[src/rtl/div_arb_seq_if.sv]
// Handshake bundle for div_arb_seq: two requester channels and one response channel.
// rsp_r is present only when DIV_REMAINDER_EN is defined.
interface div_arb_seq_if #(
    parameter int WD = 8
);
    // Valid/ready: a transfer happens on a rising edge where valid & ready are both high.
    // The source holds valid and its payload stable until that transfer.
    // readyN may depend combinationally on validN.
    logic          req0_valid;
    logic          req0_ready;
    logic [WD-1:0] req0_x;
    logic [WD-1:0] req0_y;
    logic          req1_valid;
    logic          req1_ready;
    logic [WD-1:0] req1_x;
    logic [WD-1:0] req1_y;
    logic          rsp_valid;
    logic          rsp_ready;
    logic          rsp_id;
    logic [WD-1:0] rsp_q;
    logic          rsp_dbz;
`ifdef DIV_REMAINDER_EN
    logic [WD-1:0] rsp_r;

    modport slave (
        input  req0_valid, req0_x, req0_y, req1_valid, req1_x, req1_y, rsp_ready,
        output req0_ready, req1_ready, rsp_valid, rsp_id, rsp_q, rsp_dbz, rsp_r
    );
    modport master (
        output req0_valid, req0_x, req0_y, req1_valid, req1_x, req1_y, rsp_ready,
        input  req0_ready, req1_ready, rsp_valid, rsp_id, rsp_q, rsp_dbz, rsp_r
    );
`else
    modport slave (
        input  req0_valid, req0_x, req0_y, req1_valid, req1_x, req1_y, rsp_ready,
        output req0_ready, req1_ready, rsp_valid, rsp_id, rsp_q, rsp_dbz
    );
    modport master (
        output req0_valid, req0_x, req0_y, req1_valid, req1_x, req1_y, rsp_ready,
        input  req0_ready, req1_ready, rsp_valid, rsp_id, rsp_q, rsp_dbz
    );
`endif
endinterface

[src/rtl/div_arb_seq.sv]
// Sequential restoring divider, one quotient bit per clock, shared by two round-robin requesters.
// Optional remainder output: define DIV_REMAINDER_EN.
module div_arb_seq #(
    parameter int WD = 8
) (
    input  logic              clk,
    input  logic              rst,
    div_arb_seq_if.slave      bus,
    output logic              busy,
    output logic [1:0]        o_dbg_state
);
    localparam int CW = $clog2(WD + 1);

    typedef enum logic [1:0] {
        S_IDLE = 2'd0,
        S_RUN  = 2'd1,
        S_DONE = 2'd2
    } state_t;

    state_t          r_state;
    state_t          w_next;
    logic            r_rr;
    logic            r_id;
    logic            r_dbz;
    logic [WD-1:0]   r_a;
    logic [WD-1:0]   r_p;
    logic [WD-1:0]   r_y;
    logic [CW-1:0]   r_cnt;

    logic            w_gnt_vld;
    logic            w_gnt_id;
    logic [WD-1:0]   w_x;
    logic [WD-1:0]   w_y;
    logic [WD:0]     w_p_sh;
    logic [WD:0]     w_diff;
    logic [WD-1:0]   w_p_nxt;
    logic [WD-1:0]   w_a_nxt;

    // On a tie the requester that was not served last wins.
    always_comb begin
        w_gnt_vld = 1'b0;
        w_gnt_id  = 1'b0;
        if (r_state == S_IDLE) begin
            if (bus.req0_valid && bus.req1_valid) begin
                w_gnt_vld = 1'b1;
                w_gnt_id  = ~r_rr;
            end else if (bus.req0_valid) begin
                w_gnt_vld = 1'b1;
                w_gnt_id  = 1'b0;
            end else if (bus.req1_valid) begin
                w_gnt_vld = 1'b1;
                w_gnt_id  = 1'b1;
            end
        end
    end

    assign w_x = w_gnt_id ? bus.req1_x : bus.req0_x;
    assign w_y = w_gnt_id ? bus.req1_y : bus.req0_y;

    // A negative trial difference means the restore path keeps the shifted remainder.
    always_comb begin
        w_p_sh  = {r_p, r_a[WD-1]};
        w_diff  = w_p_sh - {1'b0, r_y};
        w_p_nxt = w_diff[WD-1:0];
        w_a_nxt = {r_a[WD-2:0], 1'b1};
        if (w_diff[WD]) begin
            w_p_nxt = w_p_sh[WD-1:0];
            w_a_nxt = {r_a[WD-2:0], 1'b0};
        end
    end

    always_comb begin
        w_next = r_state;
        case (r_state)
            S_IDLE: if (w_gnt_vld) w_next = (w_y == '0) ? S_DONE : S_RUN;
            S_RUN:  if (r_cnt == CW'(1)) w_next = S_DONE;
            S_DONE: if (bus.rsp_ready) w_next = S_IDLE;
            default: w_next = S_IDLE;
        endcase
    end

    always_ff @(posedge clk) begin
        if (rst) begin
            r_state <= S_IDLE;
            r_rr    <= 1'b1;
            r_id    <= 1'b0;
            r_dbz   <= 1'b0;
            r_a     <= '0;
            r_p     <= '0;
            r_y     <= '0;
            r_cnt   <= '0;
        end else begin
            r_state <= w_next;
            case (r_state)
                S_IDLE: begin
                    if (w_gnt_vld) begin
                        r_rr  <= w_gnt_id;
                        r_id  <= w_gnt_id;
                        r_y   <= w_y;
                        r_cnt <= CW'(WD);
                        if (w_y == '0) begin
                            r_a   <= '1;
                            r_p   <= w_x;
                            r_dbz <= 1'b1;
                        end else begin
                            r_a   <= w_x;
                            r_p   <= '0;
                            r_dbz <= 1'b0;
                        end
                    end
                end
                S_RUN: begin
                    r_a   <= w_a_nxt;
                    r_p   <= w_p_nxt;
                    r_cnt <= r_cnt - CW'(1);
                end
                default: ;
            endcase
        end
    end

    assign bus.req0_ready = w_gnt_vld & ~w_gnt_id;
    assign bus.req1_ready = w_gnt_vld & w_gnt_id;
    assign bus.rsp_valid  = (r_state == S_DONE);
    assign bus.rsp_id     = r_id;
    assign bus.rsp_q      = r_a;
    assign bus.rsp_dbz    = r_dbz;
`ifdef DIV_REMAINDER_EN
    assign bus.rsp_r      = r_p;
`endif
    assign busy           = (r_state != S_IDLE);
    assign o_dbg_state    = r_state;
endmodule
[src/flat_wrapper.sv]
// flat-port wrapper written by rule: the top's interface ports become plain ports
module div_arb_seq_flat 
#(
    parameter int WD = 8
)
  (clk, rst, busy, o_dbg_state, bus_req0_valid, bus_req0_x, bus_req0_y, bus_req1_valid, bus_req1_x, bus_req1_y, bus_rsp_ready, bus_req0_ready, bus_req1_ready, bus_rsp_valid, bus_rsp_id, bus_rsp_q, bus_rsp_dbz);
  div_arb_seq_if #(.WD(WD)) bus_i ();
  input  logic clk;
  input  logic rst;
  output logic busy;
  output logic [1:0] o_dbg_state;
  input wire logic [$bits(bus_i.req0_valid)-1:0] bus_req0_valid;
  input wire logic [$bits(bus_i.req0_x)-1:0] bus_req0_x;
  input wire logic [$bits(bus_i.req0_y)-1:0] bus_req0_y;
  input wire logic [$bits(bus_i.req1_valid)-1:0] bus_req1_valid;
  input wire logic [$bits(bus_i.req1_x)-1:0] bus_req1_x;
  input wire logic [$bits(bus_i.req1_y)-1:0] bus_req1_y;
  input wire logic [$bits(bus_i.rsp_ready)-1:0] bus_rsp_ready;
  output wire logic [$bits(bus_i.req0_ready)-1:0] bus_req0_ready;
  output wire logic [$bits(bus_i.req1_ready)-1:0] bus_req1_ready;
  output wire logic [$bits(bus_i.rsp_valid)-1:0] bus_rsp_valid;
  output wire logic [$bits(bus_i.rsp_id)-1:0] bus_rsp_id;
  output wire logic [$bits(bus_i.rsp_q)-1:0] bus_rsp_q;
  output wire logic [$bits(bus_i.rsp_dbz)-1:0] bus_rsp_dbz;
  assign bus_i.req0_valid = bus_req0_valid;
  assign bus_i.req0_x = bus_req0_x;
  assign bus_i.req0_y = bus_req0_y;
  assign bus_i.req1_valid = bus_req1_valid;
  assign bus_i.req1_x = bus_req1_x;
  assign bus_i.req1_y = bus_req1_y;
  assign bus_i.rsp_ready = bus_rsp_ready;
  assign bus_req0_ready = bus_i.req0_ready;
  assign bus_req1_ready = bus_i.req1_ready;
  assign bus_rsp_valid = bus_i.rsp_valid;
  assign bus_rsp_id = bus_i.rsp_id;
  assign bus_rsp_q = bus_i.rsp_q;
  assign bus_rsp_dbz = bus_i.rsp_dbz;
  div_arb_seq #(.WD(WD)) u_core (.clk(clk), .rst(rst), .bus(bus_i), .busy(busy), .o_dbg_state(o_dbg_state));
endmodule
[config.mk]
export PLATFORM = sky130hd
export DESIGN_NAME = div_arb_seq_flat
export DESIGN_NICKNAME = d
export VERILOG_FILES = /design/src/rtl/div_arb_seq_if.sv /design/src/rtl/div_arb_seq.sv /design/src/flat_wrapper.sv
export SDC_FILE = /design/constraint.sdc
export NUM_CORES = 1
export LEC_CHECK = 0
export ABC_AREA = 1
export CAP_MARGIN = 20
export CORE_MARGIN = 2
export CORE_UTILIZATION = 30
export DETAILED_ROUTE_END_ITERATION = 12
export PLACE_DENSITY = 0.58
export SKIP_CTS_REPAIR_TIMING = 1
export SYNTH_ARGS = -nofsm -noshare
export SYNTH_HDL_FRONTEND = slang
export SYNTH_SLANG_ARGS = --single-unit
[constraint.sdc]
create_clock -name clk -period 3.4 [get_ports clk]
set_input_delay 0.85 -clock clk [delete_from_list [all_inputs] [get_ports clk]]
set_output_delay 0.85 -clock clk [all_outputs]
set_load 0.01 [all_outputs]
=== Yosys cells after proc, flatten, opt, wreduce, memory -nomap -nowiden ===
Cells that the tools add are included.

* Flip-flop bits (word level): 33
* Latch bits: 0
* Bits in writable memories: 0
* Memory bits (read-only): 0
* Bits of input ports: 37
* Memories: 0

* Add/sub/neg operators: 2
* $mul: 0
* Div/mod/pow operators: 0
* Magnitude comparators: 0
* Equality and inequality tests: 6
* Shifts and indexed selects: 0
* Mux-type cells: 25
* Bitwise gates (word level): 4
* Reductions and logical operators: 8

{| class="wikitable"
|+ Operator list
! operator !! count
|-
| $mux 8 || 7
|-
| $pmux 8 s2 || 2
|-
| $mux 1 || 9
|-
| $sub 9x8->9 || 1
|-
| $logic_not 8->1 || 1
|-
| $mux 2 || 4
|-
| $pmux 4 s2 || 1
|-
| $pmux 2 s3 || 1
|-
| $eq 4x1->1 const B || 1
|-
| $mux 4 || 1
|-
| $ne 2x1->1 const B || 2
|-
| $reduce_and 2->1 || 2
|-
| $reduce_bool 2->1 || 2
|-
| $sub 4x1->4 const B || 1
|-
| $reduce_and 3->1 || 1
|-
| $and 1x1->1 || 2
|-
| $eq 2x1->1 const B || 1
|-
| $eq 2x2->1 const B || 1
|-
| $logic_not 2->1 || 1
|-
| $ne 2x2->1 const B || 1
|-
| $not 1->1 || 2
|-
| $logic_and 1x1->1 || 1
|}

=== Longest topological paths before layout ===
* Word-level depth: 9
* Mapped depth: 16

=== Least setup slack after synthesis ===
No wires, ideal clock.

* Kind: input-to-output
* Start point: input bus_req1_valid
* End point: output bus_req0_ready
* Data arrival time: 1.780 ns
* Setup slack: 0.770 ns
* Stages on the path: 5
* Path buffers: 2
* Cell sequence: buf_2 -> nand3_2 -> buf_2 -> clkinv_1 -> nor2_1

* Word-level cells in the longest chain between the ends: 6
* Elaborated cells between the ends (all ways): 10

{| class="wikitable"
|+ RTL lines
! item !! line !! source
|-
| start: declaration || flat_wrapper.sv:15 || <nowiki>input wire logic [$bits(bus_i.req1_valid)-1:0] bus_req1_valid;</nowiki>
|-
| $mux 1 || div_arb_seq.sv:50 || <nowiki>end else if (bus.req1_valid) begin</nowiki>
|-
| $mux 1 || div_arb_seq.sv:47 || <nowiki>end else if (bus.req0_valid) begin</nowiki>
|-
| $mux 1 || div_arb_seq.sv:44 || <nowiki>if (bus.req0_valid && bus.req1_valid) begin</nowiki>
|-
| $mux 1 || div_arb_seq.sv:43 || <nowiki>if (r_state == S_IDLE) begin</nowiki>
|-
| $not 1->1 || div_arb_seq.sv:122 || <nowiki>assign bus.req0_ready = w_gnt_vld & ~w_gnt_id;</nowiki>
|-
| $and 1x1->1 * || div_arb_seq.sv:122 ||
|-
| end: declaration || flat_wrapper.sv:19 || <nowiki>output wire logic [$bits(bus_i.req0_ready)-1:0] bus_req0_ready;</nowiki>
|}

Mark *: on every way between the ends. The rest lies on a longest branch, timed or not.

=== Final worst setup path ===
Same ends and word-level chain as after synthesis.

==> impl_metrics.py <==
metrics = {
    "die": {
        "initial_core_util_pct": 31.0,
        "core.rowCount": 32,
        "core_region_area_mm2": 0.00773,
        "die_w_um": 93.3,
        "die_height_um": 93.3,
        "die_area_mm2": 0.00871,
        "io_pins": 53,
    },
    "min_path": {
        "min_path_cells": 2,
        "hp-class": "reg -> reg",
        "whs_endpoint": "u_core.r_rr",
        "min_from": "u_core.r_rr",
    },
    "setup_path": {
        "r2r_cells": 14,
        "path_class": "in -> out",
        "critPathRequiredTime_ns": 2.55,
        "endpoint_kind": "output pin",
        "start_kind": "input port",
        "arrival_ns": 2.39,
        "r2r_slack_ns": 1.16,
        "critPathMaxFanout": 4,
        "reg2reg_from": "u_core.bus.rsp_q[7]",
        "rr_endpoint": "u_core.r_p[7]",
    },
    "pwr": {
        "cellLeakagePower_nw": 1.65,
        "pwr_density_cell_mw_per_mm2": 554,
        "irDropWorstVdd_uv": 220,
    },
    "final_layout": {
        "drive_above_1_share_pct": 7.45,
        "syn2layout_area_growth_pct": 31.8,
        "diodes": 0,
        "nets": 490,
        "fill_cells": 840,
        "layout.cells.non_filler": 545,
    },
    "clocking": {
        "worstSkewPairLatency_ns": 0.29,
        "cts_buffers": 5,
        "clk_pin_slew_worst_paths_ns": 0.07,
        "cts_buffer_depth": 2,
        "htreeDepth": 2,
        "clock-sinks": 33,
        "cts-root-buf": "clkbuf_8",
        "cts_tree": "done",
    },
    "yosys": {
        "syn-cell-area_mm2": 0.00239,
        "synth_compound_area_share_pct": 13.3,
        "yosys_warnings": 0,
        "yosysSeqAreaShare_pct": 27.6,
        "avgSynthCellArea_um2": 6.17,
        "ys_ff_latch": 33,
        "yosys.cell_count.top_type": "nand2_1",
        "ys_async_sr_fraction_pct": 0,
        "synth_top_area_cell": "dfxtp_1",
        "synth_area_leaders": "dfxtp_1, nand2_1, inv_1, nand3_1, a21oi_1",
        "netlist_top_cells_count": "nand2_1, inv_1, dfxtp_1",
        "synth_cell_types": 30,
        "synth_nets": 436,
        "synth_xor_area_share_pct": 1.10,
        "yosys.area.top_type_share_pct": 27.6,
        "synthCells": 388,
        "synthAdderAreaFrac_pct": 6.06,
        "synth.mux.area_fraction_pct": 0,
        "synth_simple_gate_area_share_pct": 36.5,
        "synth-edff-count": 0,
        "synth_top_family_by_area": "simple AND/OR/NAND/NOR gates",
        "synth-main-ff-cell": "dfxtp_1",
    },
    "global_routing": {
        "grt_start_max_net_pins": 23,
        "grt_pass1_wl_um": 10600,
        "grt_pass1_vias": 2377,
        "track_usage_pct": 14.9,
        "grt-ovfl-total": 0,
        "antenna_found_initial": 0,
    },
    "timing": {
        "hold_viol": 0,
        "final_max_slew_viol_count": 0,
        "period_minus_slack_ns": 3.24,
        "fin_tns_setup_ns": 0,
        "max_slew_margin_pct": 67.0,
        "worst_pin_slew_ns": 0.495,
        "clock_skew_ns": 0.00523,
        "timing.fmax_mhz": 309,
        "rsz0062_at_grt": "no",
        "post-route-period-util_pct": 95.3,
        "finalSetupViolCount": 0,
    },
    "place": {
        "portBuffers": 52,
        "dp_hpwl_um": 4960,
        "gp_congestion": 0.814,
        "dp_cells": 537,
    },
    "outcome": {
        "status": "finished clean",
    },
    "route": {
        "drt_first_iter_violations": 90,
        "routed_wl_um": 6270,
        "drc": 0,
        "num_vias": 2466,
        "via_per_inst": 4.52,
        "dr.pass1.iters": 4,
        "postRouteAntennaNets": 0,
        "avgRoutedWirePerCell_um": 11.5,
    },
    "flow_run": {
        "cap_viol_max_count": 0,
    },
}
## sequential cells by signal, summed over array words and instances (netlist names)
register and count:
u_core.bus.rsp_q 8, u_core.bus.rsp_id 1, u_core.r_p 8, u_core.r_rr 1, u_core.bus.rsp_dbz 1, u_core.r_cnt 4, u_core.r_y 8, u_core.o_dbg_state 2
## critical path: stages
cell and delay (ns):
clkdlybuf4s50_1 0.56, inv_1 0.06, a21oi_1 0.16, inv_1 0.09
nor2_1 0.12, clkdlybuf4s50_1 0.55
## power breakdown
| part | internal [mW] | leakage, nW | switching, mW |
|---|---|---|---|
| combinational | 0.350 | 1.32 | 0.502 |
| sequential | 0.454 | 0.273 | 0.0515 |
| clock | 0.239 | 0.0585 | 0.152 |
| total | 1.04 | 1.65 | 0.705 |
## logic make-up after synthesis
kind of cell | after synthesis
and+or+nand+nor | 192
DFF | 33
xor gates and xnor gates | 3
buffers and inverters | 94
adders and majority gates | 11
AOI/OAI and AO/OA | 55
## cell usage in the layout (no fill, tap or decap)
| cell | instances |
|---|---|
| nand2_2 | 4 |
| buf_4 | 8 |
| a22oi_1 | 1 |
| o21ai_1 | 2 |
| dfxtp_1 | 33 |
| clkbuf_1 | 1 |
| nand2_4 | 1 |
| o21ai_2 | 2 |
| a21oi_1 | 28 |
| inv_2 | 1 |
| nor2_1 | 14 |
| o21ai_0 | 8 |
| xnor2_1 | 2 |
| nor2_4 | 2 |
| fa_1 | 1 |
| or2_2 | 3 |
| bufinv_16 | 1 |
| nand3_2 | 3 |
| nand3_1 | 31 |
| o211ai_1 | 8 |
| clkdlybuf4s50_1 | 52 |
| nor3_1 | 2 |
| a31oi_1 | 5 |
| nor2_8 | 1 |
| nand4_1 | 15 |
| ha_1 | 10 |
| clkbuf_8 | 6 |
| inv_1 | 78 |
| clkinv_1 | 2 |
| nand2_1 | 116 |
| o31ai_2 | 1 |
| xor2_1 | 1 |
## metrics by stage
| stage | util, % | instance area [µm²] | total power, mW | setup WS (ns) | hold slack [ns] |
|---|---|---|---|---|---|
| global placement | 39.3 | 3040 | 1.36 | 0.169 | 0.472 |
| floorplan | - | 2390 | 1.11 | 0.770 | 0.449 |
| global route | 40.8 | 3150 | 1.90 | 0.0487 | 0.526 |
| CTS | 40.8 | 3150 | 1.76 | 0.144 | 0.493 |
| finish | 40.8 | 3150 | 1.75 | 0.160 | 0.496 |
| detailed placement | 39.3 | 3040 | 1.36 | 0.152 | 0.482 |
## area by class of cell
| type | instances | area (µm²) | area share, % |
|---|---|---|---|
| clock buffer | 7 | 86.3 | 2.74 |
| clock inverter | 1 | 30.0 | 0.952 |
| inverter | 81 | 304 | 9.64 |
| multi-input combinational | 261 | 1370 | 43.3 |
| sequential | 33 | 661 | 20.9 |
| tap | 102 | 128 | 4.05 |
| timing repair buffer | 60 | 581 | 18.4 |
## metal layers
| metal | vias to the layer above | routed length [µm] | global-route usage [%] |
|---|---|---|---|
| li1 | 1330 | - | - |
| met1 | 1088 | 3010 | 18.9 |
| met2 | 44 | 2970 | 26.1 |
| met3 | 4 | 255 | 3.55 |
| met4 | 0 | 39 | 2.57 |
| met5 | - | 0 | 0 |
## worst max-delay path by stage
stage                              start              to  slack (ns)  depth (start not counted)
after floorplan           bus_req1_valid  bus_req0_ready        0.77                          5
after global placement    bus_req1_valid  bus_req0_ready        0.17                          6
after detailed placement  bus_req1_valid  bus_req0_ready        0.15                          6
after CTS                 bus_req1_valid  bus_req0_ready        0.14                          6
after global routing      bus_req1_valid  bus_req0_ready        0.05                          6
final                     bus_req1_valid  bus_req0_ready        0.16                          6
No activity file was read; power rests on OpenSTA's default activity.
